<file path="src/rtl/barrel_shift_left_pipe.sv">
// Five-stage logical left barrel shifter with valid/ready on both sides.
// Each stage applies one power-of-two shift; the whole pipe freezes when the output is stalled.
module barrel_shift_left_pipe #(
  parameter int DATA_W = 64,
  parameter int SAMT_W = 5,
  parameter int TAG_W  = 4
) (
  input  logic              clk,
  input  logic              rst,
  input  logic              in_valid,
  output logic              in_ready,
  input  logic [DATA_W-1:0] in_data,
  input  logic [SAMT_W-1:0] in_samt,
  input  logic [TAG_W-1:0]  in_tag,
  output logic              out_valid,
  input  logic              out_ready,
  output logic [DATA_W-1:0] out_data,
  output logic [TAG_W-1:0]  out_tag
);

  localparam int N_STG = SAMT_W;

  logic              stall;

  logic              stg_valid [N_STG];
  logic [DATA_W-1:0] stg_data  [N_STG];
  logic [SAMT_W-1:0] stg_samt  [N_STG];
  logic [TAG_W-1:0]  stg_tag   [N_STG];

  logic              up_valid  [N_STG];
  logic [DATA_W-1:0] up_data   [N_STG];
  logic [SAMT_W-1:0] up_samt   [N_STG];
  logic [TAG_W-1:0]  up_tag    [N_STG];

  logic [DATA_W-1:0] nxt_data  [N_STG];
  logic [SAMT_W-1:0] nxt_samt  [N_STG];

  // Bubbles are not squeezed out: a stalled output freezes every stage.
  assign stall    = stg_valid[N_STG-1] & ~out_ready;
  assign in_ready = ~stall;

  always_comb begin
    up_valid[0] = in_valid & in_ready;
    up_data[0]  = in_data;
    up_samt[0]  = in_samt;
    up_tag[0]   = in_tag;
    for (int s = 1; s < N_STG; s++) begin
      up_valid[s] = stg_valid[s-1];
      up_data[s]  = stg_data[s-1];
      up_samt[s]  = stg_samt[s-1];
      up_tag[s]   = stg_tag[s-1];
    end
  end

  // Stage s consumes samt bit (SAMT_W-1-s), i.e. shifts by 16, 8, 4, 2, 1 in order.
  always_comb begin
    for (int s = 0; s < N_STG; s++) begin
      nxt_data[s] = up_samt[s][SAMT_W-1-s] ? (up_data[s] << (1 << (SAMT_W-1-s))) : up_data[s];
      nxt_samt[s] = up_samt[s];
      nxt_samt[s][SAMT_W-1-s] = 1'b0;
    end
  end

  always_ff @(posedge clk) begin
    if (rst) begin
      for (int s = 0; s < N_STG; s++) begin
        stg_valid[s] <= 1'b0;
        stg_data[s]  <= '0;
        stg_samt[s]  <= '0;
        stg_tag[s]   <= '0;
      end
    end else if (!stall) begin
      for (int s = 0; s < N_STG; s++) begin
        stg_valid[s] <= up_valid[s];
        if (up_valid[s]) begin
          stg_data[s] <= nxt_data[s];
          stg_samt[s] <= nxt_samt[s];
          stg_tag[s]  <= up_tag[s];
        end
      end
    end
  end

  assign out_valid = stg_valid[N_STG-1];
  assign out_data  = stg_data[N_STG-1];
  assign out_tag   = stg_tag[N_STG-1];

endmodule
</file>
<file path="config.mk">
export PLATFORM = sky130hd
export DESIGN_NAME = barrel_shift_left_pipe
export DESIGN_NICKNAME = d
export VERILOG_FILES = /design/src/rtl/barrel_shift_left_pipe.sv
export SDC_FILE = /design/constraint.sdc
export NUM_CORES = 1
export LEC_CHECK = 0
export ABC_CLOCK_PERIOD_IN_PS = 4300
export CAP_MARGIN = 20
export CORE_UTILIZATION = 58
export DETAILED_ROUTE_END_ITERATION = 16
export PLACE_DENSITY = 0.89
export SYNTH_ARGS = -nofsm -noshare
export SYNTH_HDL_FRONTEND = slang
export SYNTH_SLANG_ARGS = --single-unit
</file>
<file path="constraint.sdc">
create_clock -name clk -period 4.3 [get_ports clk]
set_clock_uncertainty 0.15 [all_clocks]
set_input_delay 0.86 -clock clk [delete_from_list [all_inputs] [get_ports clk]]
set_output_delay 0.86 -clock clk [all_outputs]
set_load 0.01 [all_outputs]
</file>
After elaboration in Yosys (flattened, before gate mapping)
Memory sizes are Yosys's and may differ from the RTL's.
Index checks and enable logic that the tools add are counted.
- register bits: 0
- output and inout bits: 70
- memories kept: 4
- bits in read-only memories: 0
- input port bits: 77
- latch bits: 0
- logic and storage cells: 78
- RAM bits: 370
- order comparisons: 0
- shifts and indexed selects: 0
- $mul: 0
- reduce and logical (&&, ||, !) cells: 0
- equal/unequal tests: 0
- multiplexer cells: 50
- divide/modulo/power cells: 0
- add/sub/neg operators: 0
- bitwise gates (word level): 24
- memories (name ; words ; width ; rd ports ; clocked after memory_dff ; write ports ; line ; RTL):
    stg_data ; 5 ; 64 ; 5 ; 0 ; 5 ; 26 ; logic [DATA_W-1:0] stg_data [N_STG];
    stg_samt ; 5 ; 5 ; 4 ; 0 ; 5 ; 27 ; logic [SAMT_W-1:0] stg_samt [N_STG];
    stg_tag ; 5 ; 4 ; 5 ; 0 ; 5 ; 28 ; logic [TAG_W-1:0] stg_tag [N_STG];
    stg_valid ; 5 ; 1 ; 5 ; 0 ; 5 ; 25 ; logic stg_valid [N_STG];
- operators by type and width (operator ; number):
    64-bit two-way mux ; 10
    1-bit two-way mux ; 30
    5-bit two-way mux ; 5
    4-bit two-way mux ; 5
    1-bit bitwise OR ; 20
    1-bit AND ; 2
    1-bit inverter ; 2

Logic depth before layout (Yosys ltp)
- depth in word-level cells: 9
- mapped depth: 5
- mapped depth without buffers: 3

Worst setup path before layout
Ideal clock, no wire load.
- kind: input port to flip-flop
- start point: in out_ready
- end point: mem stg_data[0][0] (enable)
- path slack: 0.775 ns
- setup time: 0.432 ns
- buffers on the path: 1
- arrival: 2.943 ns
- stages: 4
- required time: 3.718 ns
- cells stage by stage: nand2b_1 clkbuf_1 nand2_1 nand2_1
- RTL lines (element ; line ; RTL):
    start, declared ; 16 ; input logic out_ready,
    end, declared ; 26 ;

Worst setup path in the final report
- start point: in out_ready
- end point: out in_ready
- cells in the longest elaborated chain, start to end: 3
- ends and longest elaborated chain (element ; line ; RTL):
    1-bit inverter ; 39 ; assign stall = stg_valid[N_STG-1] & ~out_ready;
    1-bit AND ; 39 ;
    1-bit inverter ; 40 ; assign in_ready = ~stall;
    end, declared ; 11 ; output logic in_ready,
Every way passes these cells.

==> flow_metrics.tcl <==
set metrics [dict create \
    path_common_cell "clkdlybuf4s50_1" \
    fmax_mhz 294.2 \
    p_total_mw 8.197 \
    ctsHoldBuffers 0 \
    core_um2 27030 \
    worst_slack_ns 0.9004 \
    num_vias 8748 \
    cts_setup_buffers 0 \
    power_density_nw_per_um2 443.8 \
    synth_fp_nets 1239 \
    multi_input_area_um2 4533 \
    min_from "stg_tag[0][14]$_SDFFCE_PN0P_" \
    syn_area_per_cell_um2 13.80 \
    clockRootBuffer "clkbuf_16" \
    synth_warnings 0 \
    final_antenna_net_count 0 \
    crit_start "out_ready" \
    drive_above_1_share 0.06200 \
    cpPeakStageDelay_ns 0.66 \
    endpoint "in_ready" \
    routed_wl_mm 27.71 \
    period_minus_slack_ns 3.400 \
    dp.cells 1521 \
    drv_cap 0 \
    syn_inst 1162 \
    io_buffers 146 \
    rr_endpoint "stg_data[0][193]$_SDFFCE_PP0P_" \
    hold_viol 0 \
    synth_cell_types 16 \
    place_area_um2 17330 \
    cp.arrival_ns 2.39 \
    worst_path_max_delay_cell "clkdlybuf4s50_1" \
    grt_usage 0.1940 \
    period_share 0.7906 \
    ys_ff_latch 355 \
    crit_path_max_fanout 14 \
    crit_chain "clkdlybuf4s50_1 > nand2b_1 > clkdlybuf4s50_1" \
    die_height_um 168.3 \
    worstReg2RegStart "stg_valid[0][0]$_SDFFCE_PN0P_" \
    syn_to_final_growth_pct 15.18 \
    dpl.hpwl_mm 18.18 \
    final_nets 1293 \
    cts_resized 0 \
    pre_cts_ws_ns 0.8602 \
    clkTransAtPathRegs_ns 0.06 \
    clock_sinks 355 \
    stdcell_area_um2 18470 \
    grt_pass1_vias 8549 \
    yosys-top-cells-area "edfxtp_1 (66%), mux2i_1 (18%), nor2_1 (6.8%)" \
    pin_count 147 \
    utilization 0.6834 \
    n_antenna_cell 0 \
    clk_latency_ns 0.51 \
    via_per_inst 5.526 \
    dieWidth_um 168.3 \
    fillCellCount 1675 \
    setup_viol 0 \
    drtIter0Drc 739 \
    placementRows 60 \
    dieArea_um2 28320 \
    syn-cell-area_um2 16040 \
    tightest_slew_ns 1.033 \
    firstDrtPassIters 5 \
    place.gp.congestion 0.8181 \
    status "complete, no violations" \
    yosys.area.top_type "edfxtp_1" \
    ir_worst_vdd_mv 0.2350 \
    wl_per_cell_um 17.51 \
    grt_pass1_wl_mm 43.76 \
    holdWs_ns 0.3961 \
    drc_errors 0 \
    grt_max_degree 73 \
    slew_headroom 0.3116 \
    fin_setup_tns_ns 0 \
    finalNonFillerCells 1583 \
    htreeDepth 2 \
    rrSetupSlack_ns 1.69 \
    cts_tree "built" \
    p_leak_nw 7.063 \
    rsz0062_at_grt "no" \
    synth_top_area_share 0.6647 \
    cts_buffer_depth 3 \
    antenna_found_initial 0 \
    overflow 0 \
    start_kind "primary input" \
    seqCellArea_um2 10660 \
    worstSetupPathType "primary input to output pin" \
    reg2regPathDepth 4 \
    numCtsBuffers 34 \
    final-max-slew-violation-count 0 \
    holdCritPathClass "flip-flop to flip-flop" \
    start_util 0.5934 \
    worst_ep_required_time_ns 3.29 \
    synth.yosys.seq_area_share 0.6647 \
    crit_path_end_kind "output pin" \
]
-- power breakdown --
part | leakage [nW] | internal (mW) | switching [mW] | total, mW
Sequential | 3.75 | 4.15 | 0.142 | 4.29
Clock | 0.559 | 1.81 | 1.21 | 3.02
Combinational | 2.75 | 0.407 | 0.476 | 0.883
Total | 7.06 | 6.37 | 1.83 | 8.20
-- Yosys cell counts (all sizes together) --
cell type / instances
and2: 1
and3: 35
buf: 128
clkbuf: 18
edfxtp: 355
inv: 1
mux2i: 289
nand2: 10
nand2b: 2
nor2: 289
nor3b: 31
o211ai: 1
or2: 1
or4: 1
-- routing by layer --
| metal | GRT usage | wire length, um | vias to the layer above |
|---|---|---|---|
| met5 | 0 | 0 | - |
| met4 | 0.06522 | 728 | 0 |
| met3 | 0.03409 | 1558 | 59 |
| met2 | 0.3146 | 13100 | 322 |
| met1 | 0.2674 | 12330 | 4141 |
| li1 | - | - | 4226 |
-- logic make-up (layout without fill, tap and decap cells) --
group | Yosys count | after routing | synth area share
AOI/OAI and AO/OA | 1 | 1 | 0.0007801
DFF | 355 | 355 | 0.6647
muxes | 289 | 289 | 0.1804
buffers and inverters | 147 | 227 | 0.05391
and+or+nand+nor | 370 | 370 | 0.1002
-- layout by cell type (no fill, tap or decap), drive strengths merged --
master | synthesis | final
o211ai | 1 | 1
nand2b | 2 | 2
or2 | 1 | 1
clkbuf | 18 | 44
or4 | 1 | 1
inv | 1 | 1
clkdlybuf4s50 | 0 | 145
buf | 128 | 19
edfxtp | 355 | 355
and3 | 35 | 35
clkinv | 0 | 12
nor2 | 289 | 289
bufinv | 0 | 4
and2 | 1 | 1
nand2 | 10 | 10
mux2i | 289 | 289
nor3b | 31 | 31
clkinvlp | 0 | 2
-- registers in the layout, summed over array words and instances (netlist names) --
register	count
stg_tag	20
stg_data	320
stg_valid	5
stg_samt	10
-- worst max-delay path, delay by kind of cell --
family                 cells  cell delay (ns)
buffers and inverters      2             1.11
AND/OR/NAND/NOR            1             0.41
-- worst min-delay path by stage --
stage / to / slack, ns / depth (start not counted)
2_1_floorplan: stg_samt[0][10]$_SDFFCE_PN0P_ / 0.37 / 1
3_5_place_dp: stg_samt[0][10]$_SDFFCE_PN0P_ / 0.38 / 1
3_3_place_gp: stg_samt[0][10]$_SDFFCE_PN0P_ / 0.37 / 1
4_1_cts: stg_tag[0][18]$_SDFFCE_PN0P_ / 0.40 / 1
5_1_grt: stg_samt[0][7]$_SDFFCE_PN0P_ / 0.41 / 1
6_report: stg_tag[0][18]$_SDFFCE_PN0P_ / 0.40 / 1
-- cell type report --
| cell class | count | share of cell area |
|---|---|---|
| Multi-Input combinational cell | 660 | 0.2454 |
| Inverter | 1 | 0.0002032 |
| Tap cell | 341 | 0.02310 |
| Clock buffer | 44 | 0.05155 |
| Clock inverter | 18 | 0.01030 |
| Sequential cell | 355 | 0.5772 |
| Timing Repair Buffer | 164 | 0.09226 |
Note: power is estimated with default switching activity, not from simulation.
